--- config.mk ---
export PLATFORM = sky130hd
export DESIGN_NAME = lcd_seq_ctrl_flat
export DESIGN_NICKNAME = d
export VERILOG_FILES = /design/src/rtl/lcd_seq_ctrl_pkg.sv /design/src/rtl/lcd_seq_ctrl_if.sv /design/src/rtl/lcd_seq_gap_cnt.sv /design/src/rtl/lcd_seq_ctrl.sv /design/src/flat_wrapper.sv
export SDC_FILE = /design/constraint.sdc
export NUM_CORES = 1
export LEC_CHECK = 0
export ABC_AREA = 1
export CORE_ASPECT_RATIO = 1.1
export CORE_MARGIN = 3
export CORE_UTILIZATION = 25
export DETAILED_ROUTE_END_ITERATION = 12
export DONT_BUFFER_PORTS = 1
export PLACE_DENSITY_LB_ADDON = 0.15
export SYNTH_ARGS = -nofsm -noshare
export SYNTH_HDL_FRONTEND = slang
export SYNTH_SLANG_ARGS = --single-unit
--- constraint.sdc ---
create_clock -name clk -period 1.99 [get_ports clk]
set_input_delay 0.398 -clock clk [delete_from_list [all_inputs] [get_ports clk]]
set_output_delay 0.398 -clock clk [all_outputs]
set_load 0.02 [all_outputs]
--- src/rtl/lcd_seq_ctrl_pkg.sv ---
// lcd_seq_ctrl shared types: FSM state encoding and mode constants.
// Also a width helper for the optional timeout counter.
package lcd_pkg;

  typedef enum logic [2:0] {
    IDLE  = 3'd0,
    ISSUE = 3'd1,
    WAIT  = 3'd2,
    GAP   = 3'd3,
    DONE  = 3'd4
  } state_t;

  localparam logic MODE_REFRESH = 1'b0;
  localparam logic MODE_INIT    = 1'b1;

  function automatic int cnt_w(input int n);
    int w;
    w = $clog2(n + 1);
    return (w < 1) ? 1 : w;
  endfunction

endpackage

--- src/rtl/lcd_seq_ctrl_if.sv ---
// lcd_seq_ctrl control/handshake bundle.
// master = sequencer, slave = host side plus byte writer.
interface lcd_seq_ctrl_if #(
  parameter int SEL_W = 4,
  parameter int GAP_W = 8
);

  logic             lcd_enable;
  logic             mode;
  logic [SEL_W-1:0] lcd_cnt;
  logic [GAP_W-1:0] gap_cycles;
  logic             abort;
  logic             wr_enable;
  logic             wr_finish;
  logic [SEL_W-1:0] mux_sel;
  logic [SEL_W-1:0] init_sel;
  logic             lcd_finish;
  logic             busy;
  logic             seq_err;

  modport master (
    input  lcd_enable,
    input  mode,
    input  lcd_cnt,
    input  gap_cycles,
    input  abort,
    input  wr_finish,
    output wr_enable,
    output mux_sel,
    output init_sel,
    output lcd_finish,
    output busy,
    output seq_err
  );

  modport slave (
    output lcd_enable,
    output mode,
    output lcd_cnt,
    output gap_cycles,
    output abort,
    output wr_finish,
    input  wr_enable,
    input  mux_sel,
    input  init_sel,
    input  lcd_finish,
    input  busy,
    input  seq_err
  );

endinterface

--- src/rtl/lcd_seq_gap_cnt.sv ---
// Loadable down-counter with zero flag.
// Saturates at zero; load wins over decrement.
module lcd_seq_gap_cnt #(
  parameter int W = 8
) (
  input  logic         clk,
  input  logic         rst,
  input  logic         load,
  input  logic [W-1:0] load_val,
  input  logic         dec,
  output logic         zero
);

  logic [W-1:0] count;

  assign zero = (count == '0);

  always_ff @(posedge clk) begin
    if (rst) begin
      count <= '0;
    end else if (load) begin
      count <= load_val;
    end else if (dec && !zero) begin
      count <= count - W'(1);
    end
  end

endmodule

--- src/rtl/lcd_seq_ctrl.sv ---
// LCD command-sequence controller: walks idx down to 0, one write per idx.
// Optional wr_finish timeout enabled by defining LCD_SEQ_TIMEOUT_EN.
import lcd_pkg::*;

module lcd_seq_ctrl #(
  parameter int SEL_W      = 4,
  parameter int GAP_W      = 8,
  parameter int TMO_CYCLES = 1000
) (
  input logic           clk,
  input logic           rst,
  lcd_seq_ctrl_if.master bus
);

  state_t           state_q, state_d;
  logic [SEL_W-1:0] idx_q, idx_d;
  logic [GAP_W-1:0] gap_q, gap_d;
  logic             mode_q, mode_d;
  logic [SEL_W-1:0] mux_q, init_q;
  logic             gap_load, gap_dec, gap_zero;
  logic             start;

`ifdef LCD_SEQ_TIMEOUT_EN
  localparam int TW = cnt_w(TMO_CYCLES);
  logic tmo_load, tmo_dec, tmo_zero, tmo_hit;
  logic err_q;
`endif

  lcd_seq_gap_cnt #(.W(GAP_W)) u_gap (
    .clk      (clk),
    .rst      (rst),
    .load     (gap_load),
    .load_val (gap_q - GAP_W'(1)),
    .dec      (gap_dec),
    .zero     (gap_zero)
  );

`ifdef LCD_SEQ_TIMEOUT_EN
  lcd_seq_gap_cnt #(.W(TW)) u_tmo (
    .clk      (clk),
    .rst      (rst),
    .load     (tmo_load),
    .load_val (TW'(TMO_CYCLES - 1)),
    .dec      (tmo_dec),
    .zero     (tmo_zero)
  );
`endif

  always_ff @(posedge clk) begin
    if (rst) begin
      state_q <= IDLE;
      idx_q   <= '0;
      gap_q   <= '0;
      mode_q  <= MODE_REFRESH;
    end else begin
      state_q <= state_d;
      idx_q   <= idx_d;
      gap_q   <= gap_d;
      mode_q  <= mode_d;
    end
  end

  always_comb begin
    state_d  = state_q;
    idx_d    = idx_q;
    gap_d    = gap_q;
    mode_d   = mode_q;
    gap_load = 1'b0;
    gap_dec  = 1'b0;
    start    = 1'b0;
`ifdef LCD_SEQ_TIMEOUT_EN
    tmo_load = 1'b0;
    tmo_dec  = 1'b0;
    tmo_hit  = 1'b0;
`endif
    if (state_q != IDLE && bus.abort) begin
      state_d = IDLE;
    end else begin
      unique case (state_q)
        IDLE: begin
          if (bus.lcd_enable) begin
            start   = 1'b1;
            state_d = ISSUE;
            mode_d  = bus.mode;
            idx_d   = bus.lcd_cnt;
            gap_d   = bus.gap_cycles;
          end
        end
        ISSUE: begin
          state_d = WAIT;
`ifdef LCD_SEQ_TIMEOUT_EN
          tmo_load = 1'b1;
`endif
        end
        WAIT: begin
          if (bus.wr_finish) begin
            if (idx_q == '0) begin
              state_d = DONE;
            end else if (gap_q == '0) begin
              idx_d   = idx_q - SEL_W'(1);
              state_d = ISSUE;
            end else begin
              gap_load = 1'b1;
              state_d  = GAP;
            end
          end else begin
`ifdef LCD_SEQ_TIMEOUT_EN
            tmo_dec = 1'b1;
            if (tmo_zero) begin
              tmo_hit = 1'b1;
              state_d = IDLE;
            end
`endif
          end
        end
        GAP: begin
          // counter was loaded with gap-1, so zero marks the last gap cycle
          if (gap_zero) begin
            idx_d   = idx_q - SEL_W'(1);
            state_d = ISSUE;
          end else begin
            gap_dec = 1'b1;
          end
        end
        DONE: begin
          state_d = IDLE;
        end
        default: begin
          state_d = IDLE;
        end
      endcase
    end
  end

  // only the mux picked by the active mode tracks idx
  always_ff @(posedge clk) begin
    if (rst) begin
      mux_q  <= '0;
      init_q <= '0;
    end else if (mode_d == MODE_REFRESH) begin
      mux_q  <= idx_d;
    end else begin
      init_q <= idx_d;
    end
  end

`ifdef LCD_SEQ_TIMEOUT_EN
  always_ff @(posedge clk) begin
    if (rst) begin
      err_q <= 1'b0;
    end else if (start) begin
      err_q <= 1'b0;
    end else if (tmo_hit) begin
      err_q <= 1'b1;
    end
  end

  assign bus.seq_err = err_q;
`else
  assign bus.seq_err = 1'b0;
`endif

  assign bus.wr_enable  = (state_q == ISSUE);
  assign bus.lcd_finish = (state_q == DONE);
  assign bus.busy       = (state_q != IDLE);
  assign bus.mux_sel    = mux_q;
  assign bus.init_sel   = init_q;

endmodule
--- src/flat_wrapper.sv ---
// flat-port wrapper written by rule: the top's interface ports become plain ports
module lcd_seq_ctrl_flat 
#(
  parameter int SEL_W      = 4,
  parameter int GAP_W      = 8,
  parameter int TMO_CYCLES = 1000
)
  (clk, rst, bus_lcd_enable, bus_mode, bus_lcd_cnt, bus_gap_cycles, bus_abort, bus_wr_finish, bus_wr_enable, bus_mux_sel, bus_init_sel, bus_lcd_finish, bus_busy, bus_seq_err);
  lcd_seq_ctrl_if #(.SEL_W(SEL_W), .GAP_W(GAP_W)) bus_i ();
  input logic clk;
  input logic rst;
  input wire logic [$bits(bus_i.lcd_enable)-1:0] bus_lcd_enable;
  input wire logic [$bits(bus_i.mode)-1:0] bus_mode;
  input wire logic [$bits(bus_i.lcd_cnt)-1:0] bus_lcd_cnt;
  input wire logic [$bits(bus_i.gap_cycles)-1:0] bus_gap_cycles;
  input wire logic [$bits(bus_i.abort)-1:0] bus_abort;
  input wire logic [$bits(bus_i.wr_finish)-1:0] bus_wr_finish;
  output wire logic [$bits(bus_i.wr_enable)-1:0] bus_wr_enable;
  output wire logic [$bits(bus_i.mux_sel)-1:0] bus_mux_sel;
  output wire logic [$bits(bus_i.init_sel)-1:0] bus_init_sel;
  output wire logic [$bits(bus_i.lcd_finish)-1:0] bus_lcd_finish;
  output wire logic [$bits(bus_i.busy)-1:0] bus_busy;
  output wire logic [$bits(bus_i.seq_err)-1:0] bus_seq_err;
  assign bus_i.lcd_enable = bus_lcd_enable;
  assign bus_i.mode = bus_mode;
  assign bus_i.lcd_cnt = bus_lcd_cnt;
  assign bus_i.gap_cycles = bus_gap_cycles;
  assign bus_i.abort = bus_abort;
  assign bus_i.wr_finish = bus_wr_finish;
  assign bus_wr_enable = bus_i.wr_enable;
  assign bus_mux_sel = bus_i.mux_sel;
  assign bus_init_sel = bus_i.init_sel;
  assign bus_lcd_finish = bus_i.lcd_finish;
  assign bus_busy = bus_i.busy;
  assign bus_seq_err = bus_i.seq_err;
  lcd_seq_ctrl #(.SEL_W(SEL_W), .GAP_W(GAP_W), .TMO_CYCLES(TMO_CYCLES)) u_core (.clk(clk), .rst(rst), .bus(bus_i));
endmodule
# After elaboration in Yosys (flattened, before gate mapping)
# Cells that the tools add are included.
[classes]
reduce_logical = 12
bitwise_logic = 1
n_eq_ne = 7
mux = 26
add_sub_neg = 3
[ops]
columns = ["op", "count"]
rows = [
  ["two-way mux 4 bit", 6],
  ["logical NOT 8 bit", 2],
  ["two-way mux 8 bit", 2],
  ["subtractor 8 x 1 -> 8 bit, second input constant", 2],
  ["two-way mux 3 bit", 4],
  ["case mux 3 bit (4 select lines)", 1],
  ["case mux 4 bit (3 select lines)", 1],
  ["two-way mux 1 bit", 11],
  ["== test 3 x 2 -> 1 bit, second input constant", 2],
  ["!= test 2 bit, second input constant", 3],
  ["AND reduction 3 bit", 2],
  ["logical NOT 4 bit", 1],
  ["subtractor 4 x 1 -> 4 bit, second input constant", 1],
  ["== test 3 x 1 -> 1 bit, second input constant", 1],
  ["== test 3 bit, second input constant", 1],
  ["logical NOT 3 bit", 1],
  ["nonzero test 3 bit", 1],
  ["logical AND 1 bit", 2],
  ["two-way mux 2 bit", 1],
  ["nonzero test 2 bit", 1],
  ["OR reduction 2 bit", 1],
  ["logical NOT 1 bit", 1],
  ["inverter 1 bit", 1],
]
[totals]
in_bits = 18
ff_bits = 32
out_inout_bits = 12
elab_cells = 56

# Depth between registers and ports, before layout
[depth]
ltp_word = 7
depth_mapped = 15
ltp_nobuf = 15

# Cells and area by module
# From an unflattened synthesis, not the netlist that was laid out.
[hier_totals]
cells_unflattened = 322
hier_area_um2 = 1999.4
[by_module_without_submodules]
columns = ["mod", "seq_area_each_um2", "n_inst", "cells_per_inst", "area_per_inst_um2"]
rows = [
  ["lcd_seq_ctrl", 480.5, 1, 218, 1398.8],
  ["lcd_seq_gap_cnt", 160.2, 1, 104, 600.6],
]

# Worst setup path before layout
# No wires, ideal clock.
[synth_path]
kind = "register -> register"
startpoint = "reg u_core.idx_q[0]"
endpoint = "reg u_core.u_gap.count[6]"
t_arrival_ps = 1734
setup_slack_ps = 135
stages_incl_launch_ff = 14
setup_ps = 122
path_cell_list = "dfxtp_1 > inv_1 > ha_1 > nand2_1 > nand2_4 > nor2_8 > nand2_4 > nand2_1 > nand2_2 > ha_1 > nand2_4 > nor2_4 > a21oi_2 > a21oi_2"
[synth_between]
elab_chain_cells = 6
word_cells_on_any_way = 7
classes_between = "5 x mux; 2 x reduce/logical"
[synth_lines]
columns = ["item", "line_no", "source"]
rows = [
  ["from (decl)", "lcd_seq_ctrl.sv:16", "logic [SEL_W-1:0] idx_q, idx_d;"],
  ["from (signal assigned)", "lcd_seq_ctrl.sv:57", "idx_q <= idx_d;"],
  ["logical NOT 4 bit (*)", "lcd_seq_ctrl.sv:97", "if (idx_q == '0) begin"],
  ["two-way mux 1 bit (*)", "lcd_seq_ctrl.sv:97", ""],
  ["two-way mux 1 bit (*)", "lcd_seq_ctrl.sv:96", "if (bus.wr_finish) begin"],
  ["two-way mux 1 bit (*)", "lcd_seq_ctrl.sv:79", "unique case (state_q)"],
  ["two-way mux 1 bit (*)", "lcd_seq_ctrl.sv:76", "if (state_q != IDLE && bus.abort) begin"],
  ["two-way mux 8 bit / nonzero test 2 bit (equally long branches)", "--", ""],
  ["to (signal assigned)", "lcd_seq_gap_cnt.sv:22", "count <= load_val;"],
  ["to (signal assigned)", "lcd_seq_gap_cnt.sv:24", "count <= count - W'(1);"],
  ["to (decl)", "lcd_seq_gap_cnt.sv:14", "logic [W-1:0] count;"],
]
# Every way passes the cells marked *; elsewhere a longest branch is shown, timed or not.
# A chain may end at the register's enable or synchronous reset.

# Worst setup path after layout
[layout_path]
startpoint = "reg u_core.idx_q[0]"
endpoint = "reg u_core.u_gap.count[7]"
# The elaborated chain is that of the path after synthesis.

==> flow_metrics.env <==
export IMPL_status="complete, no violations"
export IMPL_grt_total_usage_pct=11.1
export IMPL_final_min_clock_period_ns=1.82
export IMPL_synth_top_area_share_pct=34.0
export IMPL_drt_iter0_drc=83
export IMPL_critPathSlowestCell="dfxtp_2"
export IMPL_swShare_pct=44.0
export IMPL_dieHeight_um=97.1
export IMPL_seqPwrFrac_pct=30.9
export IMPL_port_buffers=0
export IMPL_die_area_sq_um=8620
export IMPL_routedWlPerCell_um=12.2
export IMPL_maxCapViolCount=0
export IMPL_cts_hold_fix_buffers=0
export IMPL_p_switching_mw=1.52
export IMPL_fin_ws_ns=0.172
export IMPL_crit_required_ns=2.18
export IMPL_vias=1667
export IMPL_worstPathCellList="inv_1, ha_4, nand2_2, nand2_4, nor2_8, buf_6, nand3_2, nand2_4, nand2_2, nor2_4, nand2_1, nand2_1, nand3_1, nand2_1, inv_1"
export IMPL_syn_to_final_growth_pct=20.3
export IMPL_synth_edf_count=0
export IMPL_dp_hpwl_um=3560
export IMPL_synth_area_leaders="dfxtp_1 34%, nand2_1 11%, inv_1 9.2%, o21ai_0 5.8%, nand3_1 4.2%"
export IMPL_synth_common_cells="55 x nand2_1, 46 x inv_1, 32 x dfxtp_1"
export IMPL_num_rows=32
export IMPL_setup_viol=0
export IMPL_place_ws_ns=0.00275
export IMPL_period_share_pct=91.4
export IMPL_synth_seq_cells=32
export IMPL_synth_warnings=0
export IMPL_cp_arrival_ns=2.01
export IMPL_cts_tree="yes"
export IMPL_path_common_cell="nand2_1"
export IMPL_clkLatencyLatePin_ns=0.28
export IMPL_coreArea_sq_um=7170
export IMPL_crit_type="reg -> reg"
export IMPL_cts_sinks=32
export IMPL_cts_made_buffers=5
export IMPL_critPathBufInv=3
export IMPL_yosysMostFrequentCell="nand2_1"
export IMPL_p_clk_share_pct=20.2
export IMPL_ios=30
export IMPL_fmax_ghz=0.550
export IMPL_via_per_inst=4.41
export IMPL_p_leak_nw=1.18
export IMPL_grt_pass1_vias=1585
export IMPL_hold_class="in -> reg"
export IMPL_yosysSeqAreaShare_pct=34.0
export IMPL_drive_above_1_share_pct=23.9
export IMPL_n_antenna_cell=0
export IMPL_fin_area_sq_um=2270
export IMPL_antenna_found_initial=0
export IMPL_drt_wl_total_um=4610
export IMPL_grt_pass1_wl_um=7530
export IMPL_synth_cell_area_sq_um=1890
export IMPL_cp_end_kind="flip-flop"
export IMPL_start_util_pct=26.3
export IMPL_synth_cells=273
export IMPL_drc=0
export IMPL_async_flop_share_pct=0
export IMPL_clockBufferDepth=2
export IMPL_synth_main_ff_cell="dfxtp_1"
export IMPL_syn_num_nets=293
export IMPL_final_nets=312
export IMPL_place_area_sq_um=2060
export IMPL_finClkSkew_ns=0.00566
export IMPL_ir_drop_mv=0.424
export IMPL_root_buffer="clkbuf_8"
export IMPL_comb_power_share_pct=48.9
export IMPL_whs_ns=0.189
export IMPL_cpPeakStageDelay_ns=0.32
export IMPL_dp_cells=365
export IMPL_avgSynthCellArea_sq_um=6.91
export IMPL_cell_internal_pwr_mw=1.93
export IMPL_fp_dieW_um=88.8
export IMPL_critPathTopFamily="simple AND/OR/NAND/NOR gates"
export IMPL_yosysTopAreaCell="dfxtp_1"
export IMPL_synth_distinct_cells=33
export IMPL_hold_viol_final=0
export IMPL_fin_cells=378
export IMPL_ant_nets=0
export IMPL_cp_start_kind="flip-flop"
export IMPL_path_clk_slew_ns=0.07
export IMPL_overflow=0
export IMPL_grt_max_degree=16
export IMPL_powerDensity_nw_per_um2=1520
export IMPL_htree_levels=2
export IMPL_routabilityCongestion=0.820
export IMPL_slew_violations=0
export IMPL_drt_pass1_iterations=4
export IMPL_cp_max_fo=6
state kept, by name, indices dropped and copies added, names as in the netlist:
signal	count
u_core.bus.init_sel	4
u_core.gap_q	8
u_core.state_q	3
u_core.mode_q	1
u_core.u_gap.count	8
u_core.bus.mux_sel	4
u_core.idx_q	4
power by group through the flow:
| stage | logic, mW | clock network [mW] | registers, mW |
|---|---|---|---|
| after floorplan | 1.21 | 0 | 1.04 |
| after global placement | 1.62 | 0 | 1.08 |
| after detailed placement | 1.59 | 0 | 1.08 |
| after CTS | 1.60 | 0.721 | 1.07 |
| after global routing | 1.91 | 0.753 | 1.10 |
| final | 1.69 | 0.698 | 1.07 |
cell type report:
type,instances,area (sq um)
Fill cell,782,4900
Multi-Input combinational cell,186,1070
Sequential cell,32,644
Inverter,50,188
Timing Repair Buffer,17,135
Tap cell,85,106
Clock buffer,7,96.3
Clock inverter,1,30.0
cells by family after synthesis:
family	count (synthesis)	share of synthesized area [%]
flip-flops	32	34.0
buffers and inverters	55	11.3
AND/OR/NAND/NOR	129	35.9
other	1	0.199
adder cells (fa/ha/maj)	2	1.33
AO/OA/AOI/OAI	54	17.3
timing repair:
action,4_1_cts,5_1_grt
endpoints found under the setup margin,1,7
buffers inserted,0,5
gates resized for setup,0,14
pin swaps,1,8
placed cells by master (no fill, tap or decap), types with 2 or more instances in the layout:
master	n
nor3_1	4
inv_1	46
o21bai_1	6
buf_4	15
nor2_4	5
nand2_4	5
inv_2	4
clkbuf_8	7
a21oi_2	2
nand3_1	14
o21ai_0	22
buf_6	2
o21ai_1	4
a21oi_1	15
dfxtp_2	3
nand4_1	3
nand2_2	13
dfxtp_1	29
nand3_2	4
ha_4	2
nand2_1	54
nor2_1	21
path summary, 6_finish.rpt:
path | from | endpoint | slack, ns | depth (start not counted)
worst max-delay path | u_core.idx_q[0] | u_core.u_gap.count[7] | 0.17 | 15
worst min-delay path | rst | u_core.mode_q | 0.19 | 1
worst max register to register | u_core.idx_q[0] | u_core.u_gap.count[7] | 0.17 | 15
worst min register to register | u_core.gap_q[4] | u_core.gap_q[4] | 0.48 | 2
through the flow:
step	TNS [ns]	total power [mW]	utilization [%]
floorplan	0	2.25	-
global placement	0	2.70	28.7
detailed placement	0	2.68	28.7
CTS	0	3.39	30.4
global route	-0.0229	3.76	31.7
finish	0	3.45	31.7
layer usage:
| layer | up-vias | wire [um] | GRT usage [%] | share of wire (%) |
|---|---|---|---|---|
| met5 | - | 0 | 0 | 0 |
| met4 | 0 | 78 | 3.84 | 1.7 |
| met3 | 6 | 303 | 3.82 | 6.6 |
| met2 | 34 | 2070 | 16.3 | 45 |
| met1 | 725 | 2150 | 15.0 | 47 |
| li1 | 902 | - | - | - |
Note: power is estimated with default switching activity, not from simulation.
